===== config.mk =====
export PLATFORM = sky130hd
export DESIGN_NAME = freq_meas_ctrl
export DESIGN_NICKNAME = d
export VERILOG_FILES = /design/src/rtl/freq_meas_ctrl.sv
export SDC_FILE = /design/constraint.sdc
export NUM_CORES = 1
export LEC_CHECK = 0
export CORE_ASPECT_RATIO = 2
export CORE_MARGIN = 4
export CORE_UTILIZATION = 30
export CTS_CLUSTER_SIZE = 14
export DETAILED_ROUTE_END_ITERATION = 7
export PLACE_DENSITY = 0.62
export SKIP_LAST_GASP = 1
export SLEW_MARGIN = 15
export SYNTH_ARGS = -nofsm -noshare
export SYNTH_HDL_FRONTEND = slang
export SYNTH_SLANG_ARGS = --single-unit

===== constraint.sdc =====
create_clock -name clk -period 5.4 [get_ports clk]
set_clock_uncertainty 0.05 [all_clocks]
set_input_delay 1.08 -clock clk [delete_from_list [all_inputs] [get_ports clk]]
set_output_delay 1.08 -clock clk [all_outputs]
set_load 0.02 [all_outputs]

===== src/rtl/freq_meas_ctrl.sv =====
// Sequencer/checker around freq_meas: fires the window-start enable, waits out window
// plus CDC settle, captures a stable count and reports limit/alarm status.
module freq_meas_ctrl #(
  parameter int WINDOW_CYCLES = 100000,
  parameter int SETTLE_CYCLES = 64,
  parameter int PERIOD_CYCLES = 1000000,
  parameter int MAX_RETRY     = 8,
  parameter int ALARM_CONSEC  = 2
) (
  input  logic        clk,
  input  logic        reset,
  input  logic        run,
  input  logic        start,
  input  logic [23:0] lo_limit,
  input  logic [23:0] hi_limit,
  input  logic        alarm_clear,
  output logic        fmeas_enable,
  input  logic [23:0] fmeas_count,
  output logic [23:0] meas_count,
  output logic        meas_valid,
  output logic        in_range,
  output logic        stuck_zero,
  output logic        stuck_ones,
  output logic        alarm,
  output logic        sample_err,
  output logic        busy
);

  localparam int WAIT_LOAD = WINDOW_CYCLES + SETTLE_CYCLES;
  localparam int WAIT_W    = $clog2(WAIT_LOAD + 1);
  localparam int PER_W     = $clog2(PERIOD_CYCLES + 1);
  localparam int RETRY_W   = $clog2(MAX_RETRY + 1);
  localparam int CONSEC_W  = $clog2(ALARM_CONSEC + 1);

  typedef enum logic [2:0] {
    S_IDLE, S_ARM, S_WAIT, S_SAMPLE, S_CHECK, S_HOLD
  } state_e;

  state_e              state_q, state_d;
  logic [WAIT_W-1:0]   wait_q, wait_d;
  logic [PER_W-1:0]    period_q, period_d;
  logic [RETRY_W-1:0]  retry_q, retry_d;
  logic [CONSEC_W-1:0] consec_q, consec_d;
  logic [23:0]         samp_q, samp_d;
  logic [23:0]         meas_count_q, meas_count_d;
  logic                fmeas_enable_q, fmeas_enable_d;
  logic                meas_valid_q, meas_valid_d;
  logic                in_range_q, in_range_d;
  logic                stuck_zero_q, stuck_zero_d;
  logic                stuck_ones_q, stuck_ones_d;
  logic                alarm_q, alarm_d;
  logic                sample_err_q, sample_err_d;
  logic                busy_q, busy_d;
  logic                out_of_range;

  // An inverted window (lo > hi) makes every value fail here, so in_range stays 0.
  assign out_of_range = (fmeas_count < lo_limit) || (fmeas_count > hi_limit);

  always_comb begin
    // NOTE: every _d starts from its _q (or a safe default) so no path infers a latch.
    state_d      = state_q;
    wait_d       = wait_q;
    period_d     = (period_q != '0) ? period_q - 1'b1 : '0;
    retry_d      = retry_q;
    consec_d     = consec_q;
    samp_d       = fmeas_count;
    meas_count_d = meas_count_q;
    in_range_d   = in_range_q;
    stuck_zero_d = stuck_zero_q;
    stuck_ones_d = stuck_ones_q;
    alarm_d      = alarm_clear ? 1'b0 : alarm_q;
    sample_err_d = alarm_clear ? 1'b0 : sample_err_q;

    case (state_q)
      S_IDLE: if (start || run) state_d = S_ARM;
      S_ARM: begin
        wait_d   = WAIT_W'(WAIT_LOAD);
        period_d = PER_W'(PERIOD_CYCLES - 1);
        retry_d  = '0;
        state_d  = S_WAIT;
      end
      S_WAIT: begin
        wait_d = wait_q - 1'b1;
        if (wait_q <= WAIT_W'(1)) state_d = S_SAMPLE;
      end
      S_SAMPLE: begin
        if (fmeas_count == samp_q) begin
          state_d      = S_CHECK;
          meas_count_d = fmeas_count;
          in_range_d   = !out_of_range;
          stuck_zero_d = (fmeas_count == 24'h000000);
          stuck_ones_d = (fmeas_count == 24'hFFFFFF);
          if (out_of_range) begin
            consec_d = (consec_q == CONSEC_W'(ALARM_CONSEC)) ? consec_q : consec_q + 1'b1;
            if (consec_d == CONSEC_W'(ALARM_CONSEC)) alarm_d = 1'b1;
          end else begin
            consec_d = '0;
          end
        end else if (retry_q == RETRY_W'(MAX_RETRY - 1)) begin
          sample_err_d = 1'b1;
          state_d      = S_HOLD;
        end else begin
          retry_d = retry_q + 1'b1;
        end
      end
      S_CHECK: state_d = S_HOLD;
      S_HOLD: begin
        if (!run)                 state_d = S_IDLE;
        else if (period_d == '0)  state_d = S_ARM;
      end
      default: state_d = S_IDLE;
    endcase

    // Strobes and busy are registered off the next state so they line up with it.
    fmeas_enable_d = (state_d == S_ARM);
    meas_valid_d   = (state_d == S_CHECK);
    busy_d         = (state_d != S_IDLE);
  end

  always_ff @(posedge clk) begin
    // NOTE: sequential state uses non-blocking assignments only.
    if (reset) begin
      state_q        <= S_IDLE;
      wait_q         <= '0;
      period_q       <= '0;
      retry_q        <= '0;
      consec_q       <= '0;
      samp_q         <= '0;
      meas_count_q   <= '0;
      fmeas_enable_q <= 1'b0;
      meas_valid_q   <= 1'b0;
      in_range_q     <= 1'b0;
      stuck_zero_q   <= 1'b0;
      stuck_ones_q   <= 1'b0;
      alarm_q        <= 1'b0;
      sample_err_q   <= 1'b0;
      busy_q         <= 1'b0;
    end else begin
      state_q        <= state_d;
      wait_q         <= wait_d;
      period_q       <= period_d;
      retry_q        <= retry_d;
      consec_q       <= consec_d;
      samp_q         <= samp_d;
      meas_count_q   <= meas_count_d;
      fmeas_enable_q <= fmeas_enable_d;
      meas_valid_q   <= meas_valid_d;
      in_range_q     <= in_range_d;
      stuck_zero_q   <= stuck_zero_d;
      stuck_ones_q   <= stuck_ones_d;
      alarm_q        <= alarm_d;
      sample_err_q   <= sample_err_d;
      busy_q         <= busy_d;
    end
  end

  assign fmeas_enable = fmeas_enable_q;
  assign meas_count   = meas_count_q;
  assign meas_valid   = meas_valid_q;
  assign in_range     = in_range_q;
  assign stuck_zero   = stuck_zero_q;
  assign stuck_ones   = stuck_ones_q;
  assign alarm        = alarm_q;
  assign sample_err   = sample_err_q;
  assign busy         = busy_q;

endmodule


==> results.py <==
metrics = {
    "finish": {
        "seq_area_um2": 2042,
        "final_area_um2": 7475,
        "final_cells": 1043,
        "diodes": 0,
        "nets": 912,
        "nFillCells": 1925,
        "multi_input_area_um2": 3480,
        "area_growth_pct": 28.09,
        "layout-drive-gt1-share": 0.05584,
    },
    "grt": {
        "grt.met3_usage": 0.02355,
        "antenna_found_initial": 0,
        "use_met2": 0.3118,
        "overflow": 0,
        "grt_max_degree": 41,
        "grt_pass1_vias": 5230,
        "grt_busiest_layer": "met2",
        "grtUsageTotal": 0.1547,
        "grt_first_pass_wirelength_um": 26510,
        "met1_usage": 0.1523,
    },
    "clock_tree": {
        "cts_resized": 0,
        "clk_pin_slew_ns": 0.07,
        "cts_tree": "built",
        "cts-buffers-inserted": 9,
        "clkSinkCount": 102,
        "cts_buffer_depth": 2,
        "htreeDepth": 3,
        "clock_latency_ns": 0.35,
        "hold_buffers": 0,
        "post_cts_buffers": 0,
        "clockRootBuffer": "clkbuf_16",
    },
    "placement": {
        "routabilityCongestion": 0.8447,
        "dp.cells": 1027,
        "dp_hpwl_um": 13340,
        "placed_area_um2": 7183,
        "pre_cts_ws_ns": 1.538,
        "portBuffers": 108,
    },
    "detailed_routing": {
        "drtAntennaViolNets": 0,
        "vias_per_cell": 4.951,
        "routed_wl_um": 16900,
        "remaining_drc_errors": 0,
        "wl_per_cell_um": 16.20,
        "drt-initial-drc-count": 229,
        "num_vias": 5164,
        "drt_pre_antenna_iters": 4,
    },
    "logic_synthesis": {
        "ys.warnings.count": 0,
        "synth_top_cell_area_share": 0.3499,
        "yosys.cell_types.count": 65,
        "yosysMostFrequentCell": "dfxtp_1",
        "async_flop_share": 0,
        "synth_nets": 806,
        "avgSynthCellArea_um2": 8.620,
        "syn_area_um2": 5836,
        "synth_seq_area_share": 0.3499,
        "yosys-top-cells-count": "dfxtp_1, nor2_1, inv_1",
        "ys_ff_latch": 102,
        "netlist_instances": 677,
        "synthFlopType": "dfxtp_1",
        "synth_edf_count": 0,
        "synth.area.top_cells": "dfxtp_1, ha_1, mux2i_1, nor2_1, xor2_1",
        "synth_top_area_cell": "dfxtp_1",
    },
    "timing": {
        "slew-limit-headroom": 0.4854,
        "period_minus_slack_ns": 3.520,
        "fmax_mhz": 284.1,
        "rsz0062_at_grt": "false",
        "fin_ws_ns": 1.880,
        "setup_viol": 0,
        "slew_viol_final": 0,
        "holdWs_ns": 0.4493,
        "finalHoldViolations": 0,
        "fin_crit_sh": 0.6519,
        "setup_tns_ns": 0,
        "tightest_slew_ns": 0.7648,
    },
    "setup_path": {
        "crit_slowest_cell": "clkdlybuf4s50_1",
        "critical_path.startpoint_type": "primary input",
        "cpLargestDelayFamily": "simple AND/OR/NAND/NOR gates",
        "cp.arrival_ns": 3.71,
        "path_class": "in -> reg",
        "crit_path_cell_trace": "clkdlybuf4s50_1 > ha_1 > nand4_1 > nor4_1 > a32oi_1 > a211oi_1 > nor3_1 > or2_2 > a41o_1",
        "cp_num_buf_inv": 1,
        "end_kind": "flip-flop",
        "max_stage_delay_ns": 0.61,
        "crit_fanout": 7,
        "crit_required_ns": 5.59,
    },
    "floorplan": {
        "die_h_um": 205.2,
        "top_level_ports": 109,
        "coreArea_um2": 19010,
        "dieArea_um2": 21880,
        "rows": 71,
        "dieWidth_um": 106.6,
        "start_util": 0.3070,
    },
    "min_path": {
        "worstHoldPathType": "reg -> reg",
    },
    "job": {
        "cap_violations": 0,
    },
    "power_and_ir_drop": {
        "powerDensity_nw_per_um2": 336.3,
        "power.static_leakage_uw": 0.003011,
        "ir_drop_mv": 0.1537,
    },
    "outcome": {
        "status": "finished clean",
    },
}
## per-stage QoR
step                      power [uW]  utilization
after floorplan                 1625            -
after global placement          1883       0.3778
after detailed placement        1891       0.3778
after CTS                       2525       0.3932
after global routing            2697       0.3932
final                           2514       0.3932
## where the power goes
| group | internal [uW] | switching (uW) |
|---|---|---|
| Clock | 334 | 306 |
| Combinational | 390 | 493 |
| Sequential | 855 | 137 |
## layer usage
layer / vias up / part of all wire
met5: - / 0
met3: 29 / 0.029
met1: 2404 / 0.36
li1: 2618 / -
met2: 113 / 0.58
met4: 0 / 0.033
## worst reg2reg max path, delay by kind of cell, from the launching register on
kind	cells	cell delay, ns
adder cells (fa/ha/maj)	1	0.19
AND/OR/NAND/NOR	5	1.75
buffers and inverters	1	0.08
AO/OA/AOI/OAI	2	0.61
flip-flops	1	0.34
## sequential cells by signal, summed over array words and instances (netlist names)
register,count
meas_count,24
samp_q,24
period_q,20
wait_q,17
retry_q,4
state_q,3
consec_q,2
alarm,1
busy,1
fmeas_enable,1
in_range,1
meas_valid,1
sample_err,1
stuck_ones,1
stuck_zero,1
## area by class of cell
class / count / area share
Timing Repair Buffer: 115 / 0.1510
Multi-Input combinational cell: 498 / 0.4655
Clock buffer: 10 / 0.03197
Inverter: 57 / 0.02862
Clock inverter: 6 / 0.007030
Sequential cell: 102 / 0.2732
Tap cell: 255 / 0.04268
## kinds of logic (layout without fill, tap and decap cells)
kind of cell | count (synthesis) | after routing | synth area share
buffers and inverters | 77 | 188 | 0.05489
AOI/OAI and AO/OA | 99 | 99 | 0.1055
and+or+nand+nor | 274 | 274 | 0.2603
adders and majority gates | 52 | 52 | 0.1115
DFF | 102 | 102 | 0.3499
xor gates and xnor gates | 36 | 36 | 0.05403
muxes | 37 | 37 | 0.06389
## worst paths after layout
kind,start,end,slack [ns],cells past startpoint
worst min register to register,meas_count[0],meas_count[0],0.45,2
worst max register to register,period_q[0],meas_valid,2.24,9
worst max-delay path,fmeas_count[11],alarm,1.88,9
worst min-delay path,meas_count[0],meas_count[0],0.45,2
## layout by cell type (no fill, tap or decap), types with 2 or more instances in the layout
cell / n
or3_1: 3
o21bai_1: 3
a311oi_1: 2
o21ai_0: 19
or2_2: 2
a41o_1: 3
nand4_1: 18
xor2_1: 29
nor3b_1: 3
nand3_1: 17
inv_1: 57
o21ai_1: 2
xnor2_1: 7
and3_1: 3
a211oi_1: 11
or4_4: 2
a32oi_1: 2
a31oi_1: 3
nor2b_1: 28
nor3_1: 25
o22ai_1: 2
inv_8: 2
nand3b_1: 3
or4_1: 3
nand4b_1: 4
clkbuf_16: 9
a21oi_1: 40
o211ai_1: 3
nand2b_1: 8
clkdlybuf4s50_1: 107
nand2_1: 23
ha_1: 52
buf_4: 7
nor3_4: 3
mux2i_1: 35
and2_1: 2
nor2_1: 84
nor4_1: 26
and4_1: 3
dfxtp_1: 102
Power figures use the tool's default switching activity.
